--- config.mk ---
export PLATFORM = sky130hd
export DESIGN_NAME = nes_bus_master
export DESIGN_NICKNAME = d
export VERILOG_FILES = /design/src/rtl/nes_bus_master.sv
export SDC_FILE = /design/constraint.sdc
export NUM_CORES = 1
export LEC_CHECK = 0
export CORE_MARGIN = 2
export CORE_UTILIZATION = 38
export DETAILED_ROUTE_END_ITERATION = 6
export PLACE_DENSITY = 0.85
export SKIP_LAST_GASP = 1
export SYNTH_ARGS = -nofsm -noshare
export SYNTH_HDL_FRONTEND = slang
export SYNTH_SLANG_ARGS = --single-unit
--- constraint.sdc ---
create_clock -name clk -period 2.28 [get_ports clk]
set_input_delay 0.456 -clock clk [delete_from_list [all_inputs] [get_ports clk]]
set_output_delay 0.456 -clock clk [all_outputs]
set_load 0.02 [all_outputs]
--- src/rtl/nes_bus_master.sv ---
// Cartridge CPU-bus initiator: free-running M2 cycles carrying controller reads/writes to a mapper.
// Optional PPU A12 pulse engine is enabled by defining NES_BUS_MASTER_A12_PULSE_EN.
module nes_bus_master #(
   parameter int          M2_LO     = 8,
   parameter int          M2_HI     = 8,
   parameter logic [15:0] PARK_ADDR = 16'h0000,
   parameter int          A12_HI    = 4,
   parameter int          A12_GAP   = 4
) (
   input  logic        clk,
   input  logic        rst_n,
   input  logic        req,
   input  logic        req_we,
   input  logic [15:0] req_addr,
   input  logic [7:0]  req_wdat,
   output logic        ack,
   output logic [7:0]  rdat,
   output logic        busy,
   output logic        m2,
   output logic [15:0] addr,
   output logic        rw,
   output logic [7:0]  dout,
   output logic        dout_oe,
   input  logic [7:0]  din,
   input  logic        a12_req,
   input  logic [7:0]  a12_cnt,
   output logic        a12,
   output logic        a12_busy
);

   typedef enum logic {LO, HI} state_t;

   localparam logic [7:0] LO_LAST = 8'(M2_LO - 1);
   localparam logic [7:0] HI_LAST = 8'(M2_HI - 1);

   state_t     state;
   logic [7:0] cnt;

   // Requests are sampled at the end of the first LO clk, so a requester may swap fields during the ack clk
   // and still land on the very next bus cycle.
   always_ff @(posedge clk or negedge rst_n) begin
      if (!rst_n) begin
         state   <= LO;
         cnt     <= 8'd0;
         m2      <= 1'b0;
         addr    <= PARK_ADDR;
         rw      <= 1'b1;
         dout    <= 8'h00;
         dout_oe <= 1'b0;
         ack     <= 1'b0;
         busy    <= 1'b0;
         rdat    <= 8'h00;
      end else begin
         ack <= 1'b0;
         case (state)
            LO: begin
               if (cnt == 8'd0) begin
                  if (req && !busy) begin
                     addr <= req_addr;
                     rw   <= !req_we;
                     dout <= req_wdat;
                     busy <= 1'b1;
                  end else begin
                     addr <= PARK_ADDR;
                     rw   <= 1'b1;
                  end
               end
               if (cnt == LO_LAST) begin
                  state   <= HI;
                  cnt     <= 8'd0;
                  m2      <= 1'b1;
                  dout_oe <= busy && !rw;
               end else begin
                  cnt <= cnt + 8'd1;
               end
            end
            HI: begin
               if (cnt == HI_LAST) begin
                  state   <= LO;
                  cnt     <= 8'd0;
                  m2      <= 1'b0;
                  dout_oe <= 1'b0;
                  if (busy) begin
                     ack  <= 1'b1;
                     busy <= 1'b0;
                     if (rw) rdat <= din;
                  end
               end else begin
                  cnt <= cnt + 8'd1;
               end
            end
            default: state <= LO;
         endcase
      end
   end

`ifdef NES_BUS_MASTER_A12_PULSE_EN
   localparam logic [7:0] GAP_LAST = 8'(A12_GAP - 1);
   localparam logic [7:0] PLS_LAST = 8'(A12_HI - 1);

   logic       fall_tick;
   logic       pulse_ph;
   logic [7:0] rem;
   logic [7:0] gap_cnt;
   logic [7:0] pls_cnt;

   assign fall_tick = (state == HI) && (cnt == HI_LAST);

   // Burst = gap, pulse, gap, pulse, ..., pulse, gap; rem counts pulses still to be launched.
   always_ff @(posedge clk or negedge rst_n) begin
      if (!rst_n) begin
         a12      <= 1'b0;
         a12_busy <= 1'b0;
         pulse_ph <= 1'b0;
         rem      <= 8'd0;
         gap_cnt  <= 8'd0;
         pls_cnt  <= 8'd0;
      end else if (!a12_busy) begin
         if (a12_req && a12_cnt != 8'd0) begin
            a12_busy <= 1'b1;
            rem      <= a12_cnt;
            gap_cnt  <= 8'd0;
            pulse_ph <= 1'b0;
         end
      end else if (pulse_ph) begin
         if (pls_cnt == PLS_LAST) begin
            a12      <= 1'b0;
            pulse_ph <= 1'b0;
            gap_cnt  <= 8'd0;
         end else begin
            pls_cnt <= pls_cnt + 8'd1;
         end
      end else if (fall_tick) begin
         if (gap_cnt == GAP_LAST) begin
            if (rem == 8'd0) begin
               a12_busy <= 1'b0;
            end else begin
               a12      <= 1'b1;
               pulse_ph <= 1'b1;
               pls_cnt  <= 8'd0;
               rem      <= rem - 8'd1;
            end
         end else begin
            gap_cnt <= gap_cnt + 8'd1;
         end
      end
   end
`else
   logic unused_a12;
   assign unused_a12 = ^{a12_req, a12_cnt, A12_HI[0], A12_GAP[0]};
   assign a12        = 1'b0;
   assign a12_busy   = 1'b0;
`endif

endmodule

== After elaboration in Yosys (flattened, before gate mapping) ==
Index checks and enable logic that the tools add are counted.
Widths: inputs -> output; s select.
Word-level totals
  input port bits: 45
  output and inout bits: 39
  logic and storage cells: 45
  flip-flop bits (word level): 46
Operators by class
  reductions and logical operators: 11
  equality and inequality tests: 5
  add/subtract/negate cells: 1
  muxes and demuxes: 17
  bitwise logic cells: 1
Operator list (count)
  $mux 16: 1
  $mux 1: 11
  $add 8x1->8 const B: 1
  $eq 8x3->1 const B: 1
  $logic_not 8->1: 1
  $mux 8: 1
  $pmux 1 s2: 4
  $ne 2x2->1 const B: 3
  $reduce_and 3->1: 2
  $reduce_and 2->1: 2
  $reduce_and 4->1: 1
  $logic_not 1->1: 3
  $logic_and 1x1->1: 2
  $ne 2x1->1 const B: 1
  $not 1->1: 1

== Longest topological paths before layout ==
Gate-level depths: netlist of run 1.
  word-level depth: 5
  mapped depth: 8
  gate-level depth less buffers: 8

== Least setup slack after synthesis of run 1 ==
OpenSTA, ideal clock, no wires.
  path type: reg-to-reg
  start point: reg cnt[4]
  end point: reg m2
  path buffers: 0
  slack: 120 ps
  data required time: 2155 ps
  setup time: 125 ps
  period minus slack after synthesis: 2160 ps
  stages on the path, launching flop included: 7
  arrival: 2035 ps
  cells stage by stage: dfrtp_1 > or4_4 > nor3_1 > inv_1 > ha_1 > nor2_1 > mux2_2
Between the ends
  longest elaborated chain between the ends: 3
  elaborated cells between the ends (all ways): 4
  classes of those cells: 3 x eq/ne; 1 x reduce/logical
Ends and longest elaborated chain
  start, declared: RTL line 37  | logic [7:0] cnt;
  start signal, assigned: RTL line 74  | cnt <= cnt + 8'd1;
  start signal, assigned: RTL line 89  | cnt <= cnt + 8'd1;
  $eq 8x3->1 *: RTL line 68, 78
  $ne 2x2->1 (no line) or $ne 2x1->1 (tied branches)
  $reduce_and 2->1 (no line) *
  end signal, assigned: RTL line 45  | m2 <= 1'b0;
  end signal, assigned: RTL line 71  | m2 <= 1'b1;
  end signal, assigned: RTL line 81  | m2 <= 1'b0;
  end, declared: RTL line 19  | output logic m2,
Mark *: on every way between the ends. The rest lies on a longest branch, timed or not.
A chain may end at the register's enable or synchronous reset.

== Final worst setup path of run 1 ==
  start point: reg cnt[6]
  end point: reg m2
Same word-level chain as after synthesis.

==> results_dict.tcl, run 1 <==
set metrics [dict create \
    route.detailed.drc 0 \
    h-tree-depth 2 \
    antenna_found_initial 0 \
    drt-met1-wl_um 1670 \
    tns_ps 0 \
    cts-root-buf "clkbuf_8" \
    min_period_ps 2130 \
    clock_sinks 46 \
    dr_wl_met3_um 252 \
    multi_input_area_um2 734 \
    rsz0062_at_grt "false" \
    cp.arrival_ps 2310 \
    worst_setup_path_end_kind "flip-flop" \
    fin_worst_skew_ps 9.70 \
    io_buffers 72 \
    drt_first_pass_iters 3 \
    critical-path-top-delay-family "simple AND/OR/NAND/NOR gates" \
    ios 84 \
    critical_path.slowest_cell "or4_4" \
    ctsResizeCount 0 \
    nets 293 \
    outcome "finished clean" \
    grt_max_degree 31 \
    syn_to_final_growth_pct 46.7 \
    power_uw 1900 \
    netlist_area_mm2 0.00203 \
    min_period_over_period 0.934 \
    cts_tree "done" \
    avgViaCountPerCell 4.66 \
    regArea_mm2 0.00115 \
    dp_hpwl_um 2990 \
    cts_buffers 5 \
    crit_buf_inv 1 \
    finalWeightedCongestion 0.712 \
    ys_seq_area_frac 0.569 \
    cts_hold_buffers 0 \
    vias 1468 \
    yosys_register_bits 46 \
    worstHoldPathType "primary input to async pin" \
    grt_overflow 0 \
    grt_usage 0.147 \
    powerDensity_mw_per_mm2 640 \
    antennaDiodeCount 0 \
    ant_nets 0 \
    clk_latency_ps 290 \
    p_leak_uw 0.00126 \
    cp-start-kind "flip-flop" \
    synth-edff-count 0 \
    dieArea_mm2 0.00593 \
    crit_chain "or4_4, nor3_1, inv_1, ha_1, nor2_1, mux2_2" \
    r2r_slack_ps 150 \
    grt_pass1_wl_um 7050 \
    slowest_delay_ps 540 \
    route.met2.wl_um 2050 \
    cp.depth 6 \
    start_util 0.394 \
    avgSynthCellArea_um2 12.3 \
    die_w_um 77.0 \
    netlist_instances 165 \
    top_layer "met4" \
    rr_worst_depth 6 \
    die_h_um 77.0 \
    cts_setup_buffers 0 \
    rows 26 \
    maxCapViolations 0 \
    synth-main-ff-cell "dfrtp_1" \
    routed_wl_um 4040 \
    core_area_mm2 0.00514 \
    peakVddDrop_mv 0.340 \
    yosys.cell_types.count 30 \
    hold_viol 0 \
    wl_per_cell_um 12.8 \
    setup_viol 0 \
    nFillCells 447 \
    path_class "flip-flop to flip-flop" \
    synthArstFlopShare 1.00 \
    grt_pass1_vias 1585 \
    clock.fmax_mhz 470 \
    drtIter0Drc 59 \
    finalMaxSlewViolations 0 \
    ys_warn_count 0 \
    clk_pin_slew_ps 90 \
    max-clock-path-buffers 2 \
    critPathMaxFanout 4 \
    drive_above_1_share 0.163 \
    cp.required_ps 2460 \
]
## kinds of logic after synthesis
family,share of synthesized area
muxes,0.179
xor gates and xnor gates,0.0259
and+or+nand+nor,0.120
DFF,0.569
buffers and inverters,0.0710
adders and majority gates,0.0247
AOI/OAI and AO/OA,0.00926
other,0.00185
## state kept, by name, indices dropped and copies added (netlist names)
register	flops
ack	1
addr	16
busy	1
cnt	8
dout	8
dout_oe	1
m2	1
rdat	8
rw	1
state	1
## power by group
group	switching (µW)	internal, µW	total [µW]
combinational	125	163	288
sequential	23.6	862	885
clock	261	467	729
total	410	1490	1900
## layout by cell type, fill, tap and decap left out, types with 2 or more instances in the layout
cell	instances
clkdlybuf4s50_1	71
ha_1	4
and3_1	2
inv_1	20
bufinv_16	2
and4bb_2	2
mux2_2	18
nand3_1	5
nand2_1	18
clkbuf_8	6
conb_1	2
o21ai_0	2
nor3_1	2
mux2i_1	16
xnor2_1	5
nor2b_1	2
nor2_1	3
dfrtp_1	45
nand2b_1	2
buf_4	6
## synth_stat cells (2+ instances only)
cell type,instances,area share
and3_1,2,0.0062
and4bb_2,2,0.012
buf_4,2,0.0074
buf_6,2,0.011
clkbuf_1,3,0.0056
dfrtp_1,45,0.56
ha_1,4,0.025
inv_1,20,0.037
mux2_2,18,0.10
mux2i_1,16,0.079
nand2_1,18,0.033
nand2b_1,2,0.0062
nand3_1,5,0.012
nor2_1,3,0.0056
nor2b_1,2,0.0062
nor3_1,2,0.0049
o21ai_0,2,0.0049
xnor2_1,5,0.022
## per-stage QoR
step,util,instances,hold WS (ps),cell area [µm²],setup slack (ps)
2_1_floorplan,-,166,160,2030,120
3_3_place_gp,0.551,307,432,2830,199
3_5_place_dp,0.551,307,432,2830,168
4_1_cts,0.578,315,114,2970,156
5_1_grt,0.578,315,125,2970,31.8
6_report,0.578,315,108,2970,151
## worst register-to-register path, stage by stage (launching register included)
cell	delay, ps
dfrtp_1	430
or4_4	540
nor3_1	220
inv_1	100
ha_1	230
nor2_1	160
mux2_2	350
## metal layers
layer | GRT usage | vias up
li1 | - | 690
met3 | 0.0471 | 8
met1 | 0.166 | 720
met2 | 0.267 | 50
met4 | 0.0411 | 0
met5 | 0 | -
## cell type report
cell class,count,area share
Sequential cell,46,0.388
Timing Repair Buffer,79,0.263
Multi-Input combinational cell,92,0.247
Tap cell,70,0.0295
Clock buffer,6,0.0278
Inverter,20,0.0253
Clock inverter,2,0.0202
## worst paths after layout
check / end / startpoint
worst max-delay path: m2 / cnt[6]
worst min-delay path: dout[7] / rst_n
worst max register to register: m2 / cnt[6]
worst min register to register: cnt[0] / cnt[0]
max in group asynchronous: rw / rst_n
min in group clk: cnt[0] / cnt[0]
Note: power is estimated with default switching activity, not from simulation.
==> run 2: changes to the inputs <==
--- a/config.mk
+++ b/config.mk
@@ -5,10 +5,10 @@
 export SDC_FILE = /design/constraint.sdc
 export NUM_CORES = 1
 export LEC_CHECK = 0
-export CORE_MARGIN = 2
-export CORE_UTILIZATION = 38
+export ABC_AREA = 1
+export CORE_UTILIZATION = 39
 export DETAILED_ROUTE_END_ITERATION = 6
-export PLACE_DENSITY = 0.85
+export PLACE_DENSITY = 0.86
 export SKIP_LAST_GASP = 1
 export SYNTH_ARGS = -nofsm -noshare
 export SYNTH_HDL_FRONTEND = slang
==> results_dict.tcl, run 2 <==
set metrics [dict create \
    outcome "finished clean" \
    cts_tree "done" \
    critical_path.slowest_cell "dfstp_2" \
    maxCapViolations 0 \
    p_int_uw 1330 \
    hold_viol 0 \
    clk_pin_slew_ps 80 \
    grt_pass1_wl_um 6820 \
    dieArea_mm2 0.00570 \
    regArea_mm2 0.00115 \
    nets 337 \
    cts_hold_buffers 0 \
    grt_pass1_vias 1544 \
    grt_max_degree 35 \
    yosys.cell_types.count 28 \
    regMostFlops "addr" \
    dp_hpwl_um 3110 \
    r2r_slack_ps 560 \
    place_ws_ps 367 \
    antennaDiodeCount 0 \
    ios 84 \
    ctsResizeCount 0 \
    yosys-top-cells-area "dfrtp_1 (53%), nand2_1 (13%), o21ai_2 (7.1%)" \
    r2r-start "cnt[0]" \
    critical-path-top-delay-family "flip-flops" \
    combPwrFrac 0.161 \
    synth-main-ff-cell "dfrtp_1" \
    max-clock-path-buffers 2 \
    start_util 0.410 \
    syn_to_final_growth_pct 40.1 \
    ys_top_cells_by_count "nand2_1 (74), dfrtp_1 (45), nand4_1 (17), o21ai_2 (17), inv_1 (11)" \
    worstMarginPinSlew_ps 502 \
    largest_register_ffs 16 \
    drtIter0Drc 84 \
    finalMaxSlewViolations 0 \
    layout_commonest_cell "nand2_1" \
    tns_ps 0 \
    synth.most_common_cell "nand2_1" \
    powerDensity_mw_per_mm2 596 \
    clk_latency_ps 290 \
    p_sw_uw 428 \
    yosys_register_bits 46 \
    die_h_um 75.5 \
    cts_setup_buffers 0 \
    finalWeightedCongestion 0.766 \
    setup_slack_ps 217 \
    setup_viol 0 \
    min_period_ps 2060 \
    ant_nets 0 \
    synth-edff-count 0 \
    pwr-share-clk 0.335 \
    cts_buffers 5 \
    avgSynthCellArea_um2 9.80 \
    h-tree-depth 2 \
    clock.fmax_mhz 485 \
    nFillCells 486 \
    path_class "flip-flop to output port" \
    antenna_found_initial 0 \
    slowest_delay_ps 670 \
    wl_per_cell_um 11.7 \
    rows 26 \
    min_period_over_period 0.905 \
    route.detailed.drc 0 \
    crit_buf_inv 1 \
    critPathMaxFanout 12 \
    io_buffers 72 \
    grt_usage 0.158 \
    clock_sinks 46 \
    synth_top_area_share 0.534 \
    final_cell_mix "nand2_1 (74), clkdlybuf4s50_1 (71), dfrtp_1 (45)" \
    ys_warn_count 0 \
    drive_above_1_share 0.138 \
    cp-start-kind "flip-flop" \
    netlist_instances 215 \
    routed_wl_um 4200 \
    crit_chain "clkdlybuf4s50_1" \
    die_w_um 75.5 \
    worstHoldPathType "primary input to async pin" \
    cp.required_ps 1820 \
    slew_headroom 0.665 \
    power_uw 1760 \
    netlist_area_mm2 0.00211 \
    synthArstFlopShare 1.00 \
    timing.rr.end "dout_oe" \
    avgViaCountPerCell 4.67 \
    drt_first_pass_iters 4 \
    rsz0062_at_grt "false" \
    peakVddDrop_mv 0.329 \
    seq_power_share 0.504 \
    rr_worst_depth 8 \
    worst_setup_path_end_kind "output port" \
    cts-root-buf "clkbuf_8" \
    vias 1675 \
    post-synth-top-area-cell "dfrtp_1" \
    grt_overflow 0 \
    fin_worst_skew_ps 5.93 \
    cp.arrival_ps 1610 \
    multi_input_area_um2 812 \
    p_leak_uw 0.00136 \
    p_sw_frac 0.243 \
    ys_seq_area_frac 0.547 \
    core_area_mm2 0.00514 \
]
[run 2: worst max-delay path by stage]
stage / from / end / slack (ps) / depth (start not counted)
2_1_floorplan: cnt[0] / dout_oe / 730 / 8
6_report: rw / rw / 220 / 1
4_1_cts: rw / rw / 210 / 1
3_5_place_dp: req / addr[7] / 370 / 6
3_3_place_gp: req / addr[11] / 380 / 6
5_1_grt: rw / rw / 140 / 1
[run 2: final cells by class]
type                       count  area share
inverter                      12      0.0153
clock inverter                 3      0.0136
clock buffer                   5      0.0233
multi-input combinational    147       0.275
timing repair buffer          76       0.253
tap                           70      0.0297
sequential                    46       0.390
[run 2: through the flow]
stage                     cells  cell area (µm²)  hold slack [ps]   util
final                       359             2950             63.3  0.574
after global routing        359             2950             86.6  0.574
after CTS                   359             2950             71.6  0.574
after detailed placement    351             2840              396  0.553
after global placement      351             2840              393  0.553
after floorplan             216             2110              160      -
[run 2: cell families (layout without fill, tap and decap cells)]
group / count (synthesis) / count (layout) / synth area share
compound gates: 21 / 21 / 0.0814
xor+xnor: 5 / 5 / 0.0208
fa+ha+maj: 4 / 4 / 0.0238
buf+inv: 23 / 96 / 0.0695
flops: 46 / 46 / 0.547
other cells: 1 / 2 / 0.00178
simple gates: 115 / 115 / 0.256
[run 2: power by group through the flow]
stage / sequential [µW] / combinational, µW / clock, µW
floorplan: 952 / 62.1 / 0
CTS: 886 / 287 / 604
global placement: 901 / 282 / 0
finish: 886 / 283 / 589
detailed placement: 901 / 287 / 0
global route: 892 / 307 / 640
[run 2: layer usage]
metal | up-vias | routed length (µm) | GRT usage | part of all wire
li1 | 840 | - | - | -
met4 | 0 | 27 | 0.0370 | 0.0064
met3 | 4 | 286 | 0.0569 | 0.068
met2 | 51 | 1990 | 0.257 | 0.48
met5 | - | 0 | 0 | 0
met1 | 780 | 1890 | 0.204 | 0.45
==> run 3: changes to the inputs <==
--- a/config.mk
+++ b/config.mk
@@ -13,3 +13,4 @@
 export SYNTH_ARGS = -nofsm -noshare
 export SYNTH_HDL_FRONTEND = slang
 export SYNTH_SLANG_ARGS = --single-unit
+export TNS_END_PERCENT = 10
==> results of run 3 <==
No change in the layout: final DEF, timing and power equal those of run 2.
